$ cat src/rtl/lc3b_types.sv
// Shared LC-3b pipeline types: control word, opcode encoding, memory FSM state.
package lc3b_types;

    localparam int unsigned REG_W = 3;

    typedef enum logic [3:0] {
        op_br   = 4'b0000,
        op_add  = 4'b0001,
        op_ldb  = 4'b0010,
        op_stb  = 4'b0011,
        op_jsr  = 4'b0100,
        op_and  = 4'b0101,
        op_ldr  = 4'b0110,
        op_str  = 4'b0111,
        op_rti  = 4'b1000,
        op_not  = 4'b1001,
        op_ldi  = 4'b1010,
        op_sti  = 4'b1011,
        op_jmp  = 4'b1100,
        op_shf  = 4'b1101,
        op_lea  = 4'b1110,
        op_trap = 4'b1111
    } lc3b_opcode;

    typedef struct packed {
        lc3b_opcode opcode;
        logic       regFile_load;
        logic       mem2_read;
        logic       mem2_write;
    } lc3b_control;

    localparam lc3b_control CTRL_NOP = '{
        opcode:       op_br,
        regFile_load: 1'b0,
        mem2_read:    1'b0,
        mem2_write:   1'b0
    };

    typedef enum logic {
        M_IDLE = 1'b0,
        M_WAIT = 1'b1
    } mem_state_t;

    // Opcodes whose result is only available after the data-memory access.
    function automatic logic is_mem_load(input lc3b_opcode op);
        return (op == op_ldr) || (op == op_ldb) || (op == op_ldi);
    endfunction

endpackage

$ cat src/rtl/ctrl_stage_reg.sv
// One pipeline stage register: control word, valid flag and destination register.
module ctrl_stage_reg
    import lc3b_types::*;
(
    input  logic              clk,
    input  logic              rst_n,
    input  logic              load,
    input  logic              bubble,
    input  lc3b_control       nxt_ctrl,
    input  logic              nxt_valid,
    input  logic [REG_W-1:0]  nxt_dest,
    output lc3b_control       ctrl,
    output logic              valid,
    output logic [REG_W-1:0]  dest
);

    // Bubble wins over load; neither means hold.
    always_ff @(posedge clk or negedge rst_n) begin
        if (!rst_n) begin
            ctrl  <= CTRL_NOP;
            valid <= 1'b0;
            dest  <= '0;
        end else if (bubble) begin
            ctrl  <= CTRL_NOP;
            valid <= 1'b0;
            dest  <= '0;
        end else if (load) begin
            ctrl  <= nxt_ctrl;
            valid <= nxt_valid;
            dest  <= nxt_dest;
        end
    end

endmodule

$ cat src/rtl/ctrl_pipeline.sv
// EX/MEM/WB control pipeline with memory-stall, flush and load-use hazard handling.
module ctrl_pipeline
    import lc3b_types::*;
(
    input  logic              clk,
    input  logic              rst_n,
    input  lc3b_control       id_ctrl,
    input  logic              id_valid,
    input  logic [REG_W-1:0]  id_dest,
    input  logic [REG_W-1:0]  id_sr1,
    input  logic [REG_W-1:0]  id_sr2,
    input  logic              flush,
    input  logic              dmem_resp,
    output lc3b_control       ex_ctrl,
    output lc3b_control       mem_ctrl,
    output lc3b_control       wb_ctrl,
    output logic              ex_valid,
    output logic              mem_valid,
    output logic              wb_valid,
    output logic [REG_W-1:0]  wb_dest,
    output logic              stall_id,
    output logic              dmem_read,
    output logic              dmem_write,
    output logic              regfile_we
);

    logic [REG_W-1:0] ex_dest;
    logic [REG_W-1:0] mem_dest;
    logic             mem_access;
    logic             mem_stall;
    logic             load_use;
    logic             ex_load, ex_bubble;
    logic             mem_load, mem_bubble;
    logic             wb_load, wb_bubble;
    mem_state_t       mem_state, mem_state_nxt;

    assign dmem_read  = mem_valid & mem_ctrl.mem2_read;
    assign dmem_write = mem_valid & mem_ctrl.mem2_write;
    assign regfile_we = wb_valid & wb_ctrl.regFile_load;
    assign mem_access = dmem_read | dmem_write;
    assign mem_stall  = mem_access & ~dmem_resp;

    assign load_use = ex_valid & ex_ctrl.regFile_load & is_mem_load(ex_ctrl.opcode)
                    & id_valid & ((ex_dest == id_sr1) | (ex_dest == id_sr2));

    // Stage steering: mem_stall > flush > load_use > advance.
    always_comb begin
        ex_load    = 1'b1;
        ex_bubble  = 1'b0;
        mem_load   = 1'b1;
        mem_bubble = 1'b0;
        wb_load    = 1'b1;
        wb_bubble  = 1'b0;
        stall_id   = 1'b0;
        if (mem_stall) begin
            ex_load   = 1'b0;
            mem_load  = 1'b0;
            wb_bubble = 1'b1;
            stall_id  = 1'b1;
        end else if (flush) begin
            ex_bubble  = 1'b1;
            mem_bubble = 1'b1;
        end else if (load_use) begin
            ex_bubble = 1'b1;
            stall_id  = 1'b1;
        end
    end

    always_ff @(posedge clk or negedge rst_n) begin
        if (!rst_n) mem_state <= M_IDLE;
        else        mem_state <= mem_state_nxt;
    end

    always_comb begin
        mem_state_nxt = mem_state;
        case (mem_state)
            M_IDLE:  if (mem_stall) mem_state_nxt = M_WAIT;
            M_WAIT:  if (dmem_resp) mem_state_nxt = M_IDLE;
            default: mem_state_nxt = M_IDLE;
        endcase
    end

    ctrl_stage_reg u_ex (
        .clk       (clk),
        .rst_n     (rst_n),
        .load      (ex_load),
        .bubble    (ex_bubble),
        .nxt_ctrl  (id_ctrl),
        .nxt_valid (id_valid),
        .nxt_dest  (id_dest),
        .ctrl      (ex_ctrl),
        .valid     (ex_valid),
        .dest      (ex_dest)
    );

    ctrl_stage_reg u_mem (
        .clk       (clk),
        .rst_n     (rst_n),
        .load      (mem_load),
        .bubble    (mem_bubble),
        .nxt_ctrl  (ex_ctrl),
        .nxt_valid (ex_valid),
        .nxt_dest  (ex_dest),
        .ctrl      (mem_ctrl),
        .valid     (mem_valid),
        .dest      (mem_dest)
    );

    ctrl_stage_reg u_wb (
        .clk       (clk),
        .rst_n     (rst_n),
        .load      (wb_load),
        .bubble    (wb_bubble),
        .nxt_ctrl  (mem_ctrl),
        .nxt_valid (mem_valid),
        .nxt_dest  (mem_dest),
        .ctrl      (wb_ctrl),
        .valid     (wb_valid),
        .dest      (wb_dest)
    );

endmodule

$ cat config.mk
export PLATFORM = sky130hd
export DESIGN_NAME = ctrl_pipeline
export DESIGN_NICKNAME = d
export VERILOG_FILES = /design/src/rtl/lc3b_types.sv /design/src/rtl/ctrl_stage_reg.sv /design/src/rtl/ctrl_pipeline.sv
export SDC_FILE = /design/constraint.sdc
export NUM_CORES = 1
export LEC_CHECK = 0
export CORE_UTILIZATION = 47
export DETAILED_ROUTE_END_ITERATION = 10
export GPL_TIMING_DRIVEN = 0
export PLACE_DENSITY = 0.83
export SYNTH_ARGS = -nofsm -noshare
export SYNTH_HDL_FRONTEND = slang
export SYNTH_HIERARCHICAL = 1
export SYNTH_SLANG_ARGS = --single-unit
$ cat constraint.sdc
create_clock -name clk -period 3.37 [get_ports clk]
set_clock_uncertainty 0.1 [all_clocks]
set_input_delay 0.5055 -clock clk [delete_from_list [all_inputs] [get_ports clk]]
set_output_delay 0.5055 -clock clk [all_outputs]
set_load 0.1 [all_outputs]
# [Yosys cells after proc, flatten, opt, wreduce, memory -nomap -nowiden]
# Cells that the tools add are included.
[op_classes] eq_ne=7 mux=23 n_bitwise=11 reduce_logical=2
[ops] operator="two-way mux 7 bit" n=5
[ops] operator="two-way mux 3 bit" n=5
[ops] operator="two-way mux 1 bit" n=13
[ops] operator="bitwise AND 1 bit" n=8
[ops] operator="equality test 3 bit" n=2
[ops] operator="equality test 4 x 2 -> 1 bit, second input constant" n=1
[ops] operator="equality test 4 x 3 -> 1 bit, second input constant" n=1
[ops] operator="equality test 4 bit, second input constant" n=1
[ops] operator="inequality test 2 x 1 -> 1 bit, second input constant" n=2
[ops] operator="logical OR 1 bit" n=2
[ops] operator="bitwise OR 1 bit" n=2
[ops] operator="NOT 1 bit" n=1
[totals] reg_bits=33 out_inout_bits=31

# [Logic depth before layout (Yosys ltp)]
# Gate-level depths: netlist (run 1).
[logic_depth] ltp_word=10 mapped_depth=6 ltp_nobuf=5

# [By module]
# Netlist (run 1), hierarchy kept.
[modules_own_cells] mod="ctrl_stage_reg" n_inst=3 cells_each=35 area_each_um2=441.7
[modules_own_cells] mod="ctrl_pipeline" n_inst=1 cells_each=22 area_each_um2=146.4

# [Least setup slack after synthesis (run 1)]
# No wires, ideal clock.
[synth_timing] path_kind="register -> output" from="register u_ex/ctrl[2] (netlist name)" to="output stall_id" t_arrival_ns=3.575 required_ns=2.764 slack_ns=-0.810 stages_incl_launch_ff=5 path_buffers=0 cell_sequence="dfrtp_1 > nand2_1 > a21oi_1 > nand4b_1 > o31ai_1"
[synth_via] elab_chain_len=7
[synth_lines] item="start, declared" line="ctrl_stage_reg.sv:12" text="output lc3b_control ctrl,"
[synth_lines] item="start signal, assigned" line="ctrl_stage_reg.sv:28" text="ctrl <= nxt_ctrl;"
[synth_lines] item="bitwise AND 1 bit (2 in a row)" line="ctrl_pipeline.sv:43" text="assign load_use = ex_valid & ex_ctrl.regFile_load & is_mem_load(ex_ctrl.opcode)"
[synth_lines] item="bitwise AND 1 bit (2 in a row)" line="ctrl_pipeline.sv:44" text="& id_valid & ((ex_dest == id_sr1) | (ex_dest == id_sr2));"
[synth_lines] item="two-way mux 1 bit" line="ctrl_pipeline.sv:63" text="end else if (load_use) begin"
[synth_lines] item="two-way mux 1 bit" line="ctrl_pipeline.sv:60" text="end else if (flush) begin"
[synth_lines] item="two-way mux 1 bit" line="ctrl_pipeline.sv:55" text="if (mem_stall) begin"
[synth_lines] item="end, declared" line="ctrl_pipeline.sv:21" text="output logic stall_id,"
# No other way between the ends.

# [Final worst setup path (run 1)]
[layout_timing] from="input id_sr1[1]" to="output stall_id"
[layout_via] elab_chain_len=6
[layout_lines] item="start, declared" line="ctrl_pipeline.sv:10" text="input logic [REG_W-1:0] id_sr1,"
[layout_lines] item="equality test 3 bit" line="ctrl_pipeline.sv:44"
[layout_lines] item="bitwise OR 1 bit" line="ctrl_pipeline.sv:44"
[layout_lines] item="bitwise AND 1 bit" line="ctrl_pipeline.sv:44"
[layout_lines] item="two-way mux 1 bit" line="ctrl_pipeline.sv:63"
[layout_lines] item="two-way mux 1 bit" line="ctrl_pipeline.sv:60"
[layout_lines] item="two-way mux 1 bit" line="ctrl_pipeline.sv:55"
# No other way between the ends.

==> results by group, run 1 <==
Global routing
  – Number of global-route vias before repair: ~1100
  – First-pass GRT wire length: 5260 um
  – Initial antenna violation count: 0
  – GRT overflow: 0
  – Pin count of the biggest net entering global routing: 34
  – Global Route Usage Sum: 21.1%

Yosys
  – Yosys warns: 6
  – Synth Area per Inst: 11.6 um^2
  – Synth cell types: 17
  – Synth area leader: dfrtp_1
  – Top cells by area, synth: dfrtp_1, mux2i_1, nor2_1, buf_6, xnor2_1
  – Synthesized flop and latch total: 33
  – Synth Instances: approximately 130
  – Synthesized area: around 1500 um^2
  – Top cell type's share of synthesized area: a little under three fifths
  – Seq/Total Area, Yosys: 56.1%

Critical path
  – Reg2reg end: u_ex/ctrl[1]$_DFFE_PN0P_
  – Worst path bufs/invs: 2
  – Worst-path maximum fanout: 2
  – Critical Path Start: id_sr1[1]
  – Setup slack, reg-to-reg: 1.27 ns
  – Worst R2R Start: u_mem/ctrl[0]$_DFFE_PN0P_
  – Critical path class: input port to primary output
  – Worst-path cell with the longest stage delay: dlygate4sd2_1
  – Largest stage delay on the critical path: 0.88 ns
  – Crit path DAT: 2.49 ns
  – Cell Chain, Critical Path: clkdlybuf4s50_1 > xor2_1 > nor3_1 > a31oi_1 > o31ai_2 > dlygate4sd2_1
  – Critical path depth in cells: 6
  – Depth of the most critical reg-to-reg path: 5
  – Crit path capture type: primary output
  – Critical Path RT: 2.76 ns
  – Worst path top cell family by delay: buffers and inverters
  – Critical Path Sink: stall_id
  – CP Launch Type: input port

Die
  – Starting Density: 51.6%
  – I/O pins: 52
  – Core Box Area: 2850 um^2
  – Area of the die: 3360 um^2
  – Die extent in y: 58.0 um
  – Die width: approximately 58 um
  – Cell Rows: 19

Clocking
  – Hold_buf cts: 0
  – CTS sink cnt: 33
  – Clk buf depth: 2
  – TritonCTS clock tree: built
  – Skew-Pair Late Insertion Delay: between 0.3 and 0.4 ns
  – Htree depth: 2
  – Clk slew on worst S/H paths: 0.09 ns
  – Root Buffer: clkbuf_4
  – CTS buffer count: 5

Detailed routing
  – DR iter-0 viols: 44
  – ANT nets after route: 0
  – Avg WL per Cell: 14.8 um
  – Vias: 1128
  – 1st-pass router iterations: 7
  – Via density: 5.20
  – # DRC: 2
  – Final WL: approximately 3200 um

Placement
  – # port buffers: 51
  – Placed Cells: 210
  – Post-Place Cell Area: 2030 um^2
  – Final Wtd Congestion: 0.740
  – Post-DP HPWL: 2410 um
  – Pre-CTS setup slack: -0.00307 ns

Final layout
  – Commonest non-fill, non-tap cell in the layout: clkdlybuf4s50_1
  – Antenna Cells: 0
  – Final cell utilization of the core: 72.9%
  – Design Area, Final: 2080 um^2
  – Layout Nets: 207
  – Most frequent cells in the layout: clkdlybuf4s50_1, mux2i_1, nor2_1, dfrtp_1, clkbuf_4
  – Finished Layout Cells: ~220
  – Synth-to-Final Area Change: 41.2%
  – Share of cells above drive strength 1: 6.45%

STA
  – Highest Clock Rate: 324 MHz
  – Final worst setup slack: 0.279 ns
  – Endpoints failing hold: 0
  – Setup TNS: 0 ns
  – Final setup viols: 0
  – Slew HR: 33.7%
  – Worst-margin pin slew: 0.991 ns
  – Tmin final: ~3.1 ns
  – RSZ-0062 raised after global routing: false
  – Max Slew Vio Count: 0
  – Final worst path period share: 91.7%

Run
  – Total of max-cap violations: 0

Pwr
  – Power per cell area: 441 nW/um^2
  – Max VDD drop: 0.287 mV
  – Static leakage: 0.00112 uW

Status
  – Status: complete, but fails checks
  – Failing checks: DRC

Min path
  – Worst min path class: input port to async pin
## sequential cells by signal (all words and copies together), names as in the netlist
register     count
u_mem/dest       3
u_mem/valid      1
u_ex/valid       1
u_wb/ctrl        7
u_mem/ctrl       7
u_wb/dest        3
u_ex/ctrl        7
u_ex/dest        3
u_wb/valid       1
## cell usage after synthesis
cell type   n
dfrtp_1    33
mux2i_1    33
nor2_1     33
and2_1      3
buf_6       3
clkbuf_1    3
inv_1       3
xnor2_1     3
xor2_1      3
nand2_1     2
o31ai_1     2
a21oi_1     1
a31oi_1     1
conb_1      1
nand4b_1    1
nor3_1      1
o211ai_2    1
## kinds of logic after synthesis
kind of cell	share of synthesized area, %
and+or+nand+nor	11.1
muxes	22.4
DFF	56.1
buffers and inverters	3.83
xor gates and xnor gates	3.57
AOI/OAI and AO/OA	2.64
other	0.255
## metal layers
metal | GRT usage [%] | share of wire (%)
met1 | 27.3 | 43
met2 | 34.3 | 52
met4 | 10.2 | 0.84
met3 | 4.02 | 4.3
met5 | 0 | 0
## worst min-delay path by stage
| stage | start | end | slack [ns] | cells after the start |
|---|---|---|---|---|
| floorplan | rst_n | u_ex/ctrl[0]$_DFFE_PN0P_ | 0.11 | 0 |
| global placement | u_mem/dest[1]$_DFFE_PN0P_ | u_mem/dest[1]$_DFFE_PN0P_ | 0.41 | 2 |
| detailed placement | u_mem/dest[1]$_DFFE_PN0P_ | u_mem/dest[1]$_DFFE_PN0P_ | 0.42 | 2 |
| CTS | u_mem/dest[1]$_DFFE_PN0P_ | u_mem/dest[1]$_DFFE_PN0P_ | 0.45 | 2 |
| global route | rst_n | u_ex/ctrl[6]$_DFFE_PN0P_ | 0.16 | 1 |
| finish | rst_n | u_ex/ctrl[3]$_DFFE_PN0P_ | 0.13 | 1 |
## where the power goes
part	switching [uW]	total, uW	internal, uW
sequential	20.8	438	418
clock	116	214	98.4
combinational	189	264	75.3
## per-stage QoR
step	hold WS (ns)	total power (uW)
final	0.132	917
after floorplan	0.110	626
after global placement	0.410	706
after detailed placement	0.424	711
after CTS	0.447	927
after global routing	0.156	956
## timing repair
action,4_1_cts,5_1_grt
setup endpoints to repair,1,0
gates resized for setup,1,0
setup buffers,0,0
endpoints found under the hold margin,0,0
## final cells by class
type / instances / area, um^2
sequential: 33 / 826
buffer: 6 / 45.0
multi-input combinational: 86 / 598
tap: 31 / 38.8
inverter: 3 / 11.3
fill: 217 / 774
timing repair buffer: 51 / 504
clock buffer: 7 / 55.1
Power figures use the tool's default switching activity.
==> run 2: changes to the inputs <==
--- a/config.mk
+++ b/config.mk
@@ -7,7 +7,6 @@
 export LEC_CHECK = 0
 export CORE_UTILIZATION = 47
 export DETAILED_ROUTE_END_ITERATION = 10
-export GPL_TIMING_DRIVEN = 0
 export PLACE_DENSITY = 0.83
 export SYNTH_ARGS = -nofsm -noshare
 export SYNTH_HDL_FRONTEND = slang
==> results by group, run 2 (synthesis gave the netlist of run 1 again) <==
Status
  – Status: complete, but fails checks (unchanged)
  – Failing checks: DRC (unchanged)

Placement
  – Pre-CTS setup slack: 0.838 ns (was -0.00307 ns)
  – Final Wtd Congestion: 0.830 (was 0.740)
  – # port buffers: 51 (unchanged)
  – Placed Cells: 207 (was 210)
  – Post-DP HPWL: 2390 um (was 2410 um)

Detailed routing
  – Final WL: 3160 um (was 3200 um)
  – ANT nets after route: 0 (unchanged)
  – Vias: 1119 (was 1128)
  – Via density: 5.25 (was 5.20)
  – DR iter-0 viols: 23 (was 44)
  – Avg WL per Cell: 14.8 um (about the same)
  – 1st-pass router iterations: 7 (unchanged)
  – # DRC: 2 (unchanged)

Global routing
  – Number of global-route vias before repair: 1145 (was 1106)
  – GRT overflow: 0 (unchanged)
  – Pin count of the biggest net entering global routing: 34 (unchanged)
  – Global Route Usage Sum: 21.0% (was 21.1%)
  – Initial antenna violation count: 0 (unchanged)
  – First-pass GRT wire length: 5150 um (was 5260 um)

Critical path
  – Crit path capture type: primary output (unchanged)
  – Critical Path RT: 2.76 ns (about the same)
  – CP Launch Type: input port (unchanged)
  – Worst-path maximum fanout: 2 (unchanged)
  – Largest stage delay on the critical path: 0.42 ns (was 0.88 ns)
  – Setup slack, reg-to-reg: 1.58 ns (was 1.27 ns)
  – Cell Chain, Critical Path: clkdlybuf4s50_1 > xor2_1 > nor3_1 > a31oi_1 > o31ai_2 > buf_12 (was clkdlybuf4s50_1 > xor2_1 > nor3_1 > a31oi_1 > o31ai_2 > dlygate4sd2_1)
  – Critical path class: input port to primary output (unchanged)
  – Worst-path cell with the longest stage delay: clkdlybuf4s50_1 (was dlygate4sd2_1)
  – Crit path DAT: 1.93 ns (was 2.49 ns)
  – Worst path bufs/invs: 2 (unchanged)
  – Worst path top cell family by delay: buffers and inverters (unchanged)

STA
  – Highest Clock Rate: 395 MHz (was 324 MHz)
  – Final worst setup slack: 0.837 ns (was 0.279 ns)
  – Tmin final: 2.53 ns (was 3.09 ns)
  – Final worst path period share: 75.1% (was 91.7%)
  – Slew HR: 35.1% (was 33.7%)
  – Setup TNS: 0 ns (unchanged)
  – Final setup viols: 0 (unchanged)
  – Endpoints failing hold: 0 (unchanged)
  – Max Slew Vio Count: 0 (unchanged)
  – Worst-margin pin slew: 0.971 ns (was 0.991 ns)
  – RSZ-0062 raised after global routing: false (unchanged)

Final layout
  – Footprint of the multi-input gates: 598 um^2 (unchanged)
  – Antenna Cells: 0 (unchanged)
  – Reg area: 826 um^2 (unchanged)
  – Fill cells: 225 (was 217)
  – Most frequent cells in the layout: clkdlybuf4s50_1, mux2i_1, nor2_1, dfrtp_1, buf_4 (was clkdlybuf4s50_1, mux2i_1, nor2_1, dfrtp_1, clkbuf_4)
  – Biggest regs: u_ex/ctrl: 7 flops, u_mem/ctrl: 7 flops, u_wb/ctrl: 7 flops (unchanged)
  – Layout Nets: 204 (was 207)
  – Commonest non-fill, non-tap cell in the layout: clkdlybuf4s50_1 (unchanged)
  – Share of cells above drive strength 1: 11.5% (was 6.45%)
  – Synth-to-Final Area Change: 38.4% (was 41.2%)
  – Finished Layout Cells: 213 (was 217)

Min path
  – Worst min path class: flop to flop (was input port to async pin)

Pwr
  – Total net switching power: 326 uW (about the same)
  – Max VDD drop: 0.292 mV (was 0.287 mV)
  – Pint: 564 uW (was 591 uW)
  – Combinational power share: 29.5% (was 28.8%)
  – Seq pwr share: 49.3% (was 47.8%)
  – Switch share: 36.6% (was 35.5%)
  – Tot Pwr: 890 uW (was 917 uW)
  – Static leakage: 0.00113 uW (was 0.00112 uW)
  – Power per cell area: 437 nW/um^2 (was 441 nW/um^2)
  – Clock Power Share: 21.2% (was 23.3%)

Clocking
  – Root Buffer: clkbuf_4 (unchanged)
  – Hold_buf cts: 0 (unchanged)
  – TritonCTS clock tree: built (unchanged)
  – Htree depth: 2 (unchanged)
  – Skew-Pair Late Insertion Delay: 0.32 ns (was 0.31 ns)
  – CTS sink cnt: 33 (unchanged)
  – CTS buffer count: 5 (unchanged)
  – Number of gates resized after cts: 0 (was 1)
  – Clk slew on worst S/H paths: 0.09 ns (about the same)
  – Clk buf depth: 2 (unchanged)
  – Setup Fix Bufs, Post-CTS: 0 (unchanged)

Die
  – Starting Density: 51.6% (unchanged)
  – Area of the die: 3360 um^2 (unchanged)
  – Core Box Area: 2850 um^2 (unchanged)
  – Die extent in y: 58.0 um (unchanged)
  – Die width: 58.0 um (unchanged)
  – Cell Rows: 19 (unchanged)
  – I/O pins: 52 (unchanged)

Run
  – Total of max-cap violations: 0 (unchanged)
## run 2: cell count changes in the layout (fill, tap and decap cells not counted), sizes merged
cell,change
clkinv,+1
dlygate4sd2,-1
buf,+9
clkdlybuf4s50,-8
clkbuf,-5
## run 2: area by class of cell
cell class,count,share of cell area (%)
clock inverter,1,0.246
clock buffer,5,1.84
tap,31,1.90
multi-input combinational,86,29.4
inverter,3,0.553
sequential,33,40.5
timing repair buffer,54,25.6
## run 2: path summary, 6_finish.rpt
kind,end,depth (start not counted),from
worst max register to register,u_ex/dest[0]$_DFFE_PN0P_,5,u_mem/ctrl[0]$_DFFE_PN0P_
max in group asynchronous,u_ex/dest[0]$_DFFE_PN0P_,2,rst_n
worst min-delay path,u_wb/dest[2]$_DFFE_PN0P_,2,u_mem/dest[2]$_DFFE_PN0P_
worst min register to register,u_wb/dest[2]$_DFFE_PN0P_,2,u_mem/dest[2]$_DFFE_PN0P_
min in group asynchronous,u_ex/ctrl[3]$_DFFE_PN0P_,2,rst_n
worst max-delay path,stall_id,6,id_sr1[0]
## run 2: worst register-to-register path, cell delays in order, from the launching register on
cell and delay [ns]:
dfrtp_1 0.44, o211ai_2 0.31, inv_1 0.27, o31ai_1 0.29
buf_4 0.21, nor2_1 0.07
## run 2: through the flow
stage	hold WS [ns]	cell area (um^2)	utilization (%)
5_1_grt	0.468	2040	71.4
2_1_floorplan	0.110	1480	-
6_report	0.455	2040	71.4
4_1_cts	0.458	2040	71.4
3_3_place_gp	0.411	1990	69.9
3_5_place_dp	0.430	1990	69.9
## run 2: routing by layer
metal | global-route usage (%) | part of all wire [%] | up-vias
met4 | 13.3 | 2.5 | 0
met1 | 26.1 | 44 | 553
met5 | 0 | 0 | -
met3 | 3.35 | 2.9 | 7
li1 | - | - | 530
met2 | 34.2 | 50 | 29
## run 2: power groups by stage
stage | clock, uW | combinational (uW) | sequential [uW]
after floorplan | 0 | 49.6 | 576
after global placement | 0 | 259 | 445
after detailed placement | 0 | 263 | 447
after CTS | 194 | 264 | 439
after global routing | 214 | 274 | 442
final | 189 | 263 | 439
==> run 3: changes to the inputs <==
--- a/config.mk
+++ b/config.mk
@@ -5,9 +5,9 @@
 export SDC_FILE = /design/constraint.sdc
 export NUM_CORES = 1
 export LEC_CHECK = 0
-export CORE_UTILIZATION = 47
+export CORE_UTILIZATION = 40
 export DETAILED_ROUTE_END_ITERATION = 10
-export PLACE_DENSITY = 0.83
+export PLACE_DENSITY = 0.75
 export SYNTH_ARGS = -nofsm -noshare
 export SYNTH_HDL_FRONTEND = slang
 export SYNTH_HIERARCHICAL = 1
==> constraint.sdc (replaced) <==
create_clock -name clk -period 2.3 [get_ports clk]
set_clock_uncertainty 0.1 [all_clocks]
set_input_delay 0.345 -clock clk [delete_from_list [all_inputs] [get_ports clk]]
set_output_delay 0.345 -clock clk [all_outputs]
set_load 0.1 [all_outputs]
==> results by group, run 3 (synthesis gave the netlist of run 1 again) <==
Status
  – Status: completed (was complete, but fails checks)

Detailed routing
  – 1st-pass router iterations: 4 (was 7)
  – ANT nets after route: 0 (unchanged)
  – Met3 wire length: 212 um (was 92 um)
  – DR top layer: met4 (unchanged)
  – # DRC: 0 (was 2)
  – Vias: 1123 (was 1119)
  – Via density: 4.84 (was 5.25)
  – Met1 WL: 1440 um (was 1400 um)
  – Avg WL per Cell: 13.9 um (was 14.8 um)
  – Met2 Routed Length: 1510 um (was 1590 um)
  – Final WL: 3220 um (was 3160 um)
  – DR iter-0 viols: 46 (was 23)

Run
  – Total of max-cap violations: 0 (unchanged)

Final layout
  – Antenna Cells: 0 (unchanged)
  – Design Area, Final: 2100 um^2 (was 2040 um^2)
  – Fill cells: 285 (was 225)
  – Footprint of the multi-input gates: 616 um^2 (was 598 um^2)
  – Synth-to-Final Area Change: 42.4% (was 38.4%)
  – Share of cells above drive strength 1: 26.9% (was 11.5%)
  – Biggest regs: u_ex/ctrl: 7 flops, u_mem/ctrl: 7 flops, u_wb/ctrl: 7 flops (unchanged)
  – Most frequent cells in the layout: buf_4, mux2i_1, nor2_1 (was clkdlybuf4s50_1, mux2i_1, nor2_1, dfrtp_1, buf_4)
  – Layout Nets: 206 (was 204)
  – Commonest non-fill, non-tap cell in the layout: buf_4 (was clkdlybuf4s50_1)
  – Reg area: 838 um^2 (was 826 um^2)

Critical path
  – Crit path DAT: 1.73 ns (was 1.93 ns)
  – Crit path capture type: primary output (unchanged)
  – Critical path class: input port to primary output (unchanged)
  – Worst R2R Start: u_mem/ctrl[0]$_DFFE_PN0P_ (unchanged)
  – CP Launch Type: input port (unchanged)
  – Cell Chain, Critical Path: clkdlybuf4s50_1 > nand2_1 > a21oi_1 > nand4b_1 > o31ai_4 > buf_12 (was clkdlybuf4s50_1 > xor2_1 > nor3_1 > a31oi_1 > o31ai_2 > buf_12)
  – Worst-path cell with the longest stage delay: clkdlybuf4s50_1 (unchanged)
  – Worst-path maximum fanout: 2 (unchanged)
  – Critical Path Start: id_valid (was id_sr1[0])
  – Critical Path RT: 1.86 ns (was 2.76 ns)
  – Depth of the most critical reg-to-reg path: 5 (unchanged)
  – Largest stage delay on the critical path: 0.47 ns (was 0.42 ns)

Placement
  – Final Wtd Congestion: 0.704 (was 0.830)
  – Post-DP HPWL: 2310 um (was 2390 um)
  – # port buffers: 51 (unchanged)
  – Post-Place Cell Area: 2010 um^2 (was 1990 um^2)

Pwr
  – Power per cell area: 700 nW/um^2 (was 437 nW/um^2)
  – Static leakage: 0.00118 uW (was 0.00113 uW)
  – Max VDD drop: 0.482 mV (was 0.292 mV)

Die
  – Core Box Area: 3440 um^2 (was 2850 um^2)
  – Die width: 62.7 um (was 58.0 um)
  – Die extent in y: 62.7 um (was 58.0 um)
  – Starting Density: 42.7% (was 51.6%)
  – I/O pins: 52 (unchanged)
  – Area of the die: 3930 um^2 (was 3360 um^2)
  – Cell Rows: 21 (was 19)

STA
  – Tmin final: 2.17 ns
  – Final worst path period share: 94.6%
  – Highest Clock Rate: ~460 MHz
  – Endpoints failing hold: 0 (unchanged)
  – Final setup viols: 0 (unchanged)
  – Fin Hold WS: 0.369 ns (was 0.455 ns)
  – Slew HR: 66.6% (was 35.1%)
  – Max Slew Vio Count: 0 (unchanged)
  – RSZ-0062 raised after global routing: false (unchanged)
  – Worst-margin pin slew: 0.499 ns (was 0.971 ns)

Clocking
  – CTS buffer count: 5 (unchanged)
  – Clk buf depth: 2 (unchanged)
  – Clk slew on worst S/H paths: 0.06 ns (was 0.09 ns)
  – CTS sink cnt: 33 (unchanged)
  – Skew-Pair Late Insertion Delay: 0.28 ns (was 0.32 ns)
  – Htree depth: 2 (unchanged)
  – Hold_buf cts: 0 (unchanged)
  – Root Buffer: clkbuf_8 (was clkbuf_4)
  – Setup Fix Bufs, Post-CTS: 0 (unchanged)
  – TritonCTS clock tree: built (unchanged)
  – Number of gates resized after cts: 0 (unchanged)

Global routing
  – Number of global-route vias before repair: 1120 (was 1145)
  – Initial antenna violation count: 0 (unchanged)
  – First-pass GRT wire length: 5450 um (was 5150 um)
  – GRT overflow: 0 (unchanged)
  – Global Route Usage Sum: 18.6% (was 21.0%)
  – Pin count of the biggest net entering global routing: 34 (unchanged)

Min path
  – Worst min path class: input port to async pin (was flop to flop)
[run 3: changes by cell type in the layout (fill, tap and decap cells not counted), sizes merged]
cell           before  now
buf                13   36
clkbuf              5    8
clkdlybuf4s50      41   20
clkinv              1    0
[run 3: metal layers]
layer  vias up  global-route usage (%)
met5         -                       0
met4         0                    10.5
met3         4                    5.29
met2        43                    29.1
met1       542                    22.9
li1        534                       -
[run 3: layout make-up]
type | count | area share [%]
well taps | 46 | 2.75
repair buffers | 56 | 23.0
clock buffers | 8 | 4.30
inverters | 3 | 0.537
multi-input cells | 86 | 29.4
flip-flops and latches | 33 | 40.0
[run 3: critical path: cells and delay by family]
kind                   cells  cell delay, ns
buffers and inverters      2            0.68
and+or+nand+nor            2            0.25
AOI/OAI and AO/OA          2            0.44
[run 3: path summary, 6_finish.rpt]
check,slack [ns],endpoint
min reg2reg,0.43,u_mem/dest[0]$_DFFE_PN0P_
max in group asynchronous,1.40,u_ex/ctrl[2]$_DFFE_PN0P_
min in group clk,0.43,u_mem/dest[0]$_DFFE_PN0P_
min,0.37,u_wb/ctrl[0]$_DFFE_PN0P_
max,0.13,stall_id
max reg2reg,0.40,u_ex/ctrl[2]$_DFFE_PN0P_
[run 3: through the flow]
stage | setup slack (ns) | util, % | std cells | TNS (ns) | total power, uW
final | 0.125 | 60.9 | 232 | 0 | 1470
after global routing | 0.0353 | 60.9 | 232 | 0 | 1520
after global placement | 0.135 | 58.3 | 224 | 0 | 1030
after floorplan | -0.0472 | - | 128 | -0.0472 | 921
after CTS | 0.114 | 60.9 | 232 | 0 | 1480
after detailed placement | 0.112 | 58.3 | 224 | 0 | 1040
[run 3: power breakdown]
| part | leakage, uW | total (uW) | internal [uW] | switching, uW |
|---|---|---|---|---|
| clock network | 0.0000455 | 441 | 244 | 197 |
| registers | 0.000429 | 645 | 615 | 30.1 |
| logic | 0.000705 | 381 | 103 | 278 |
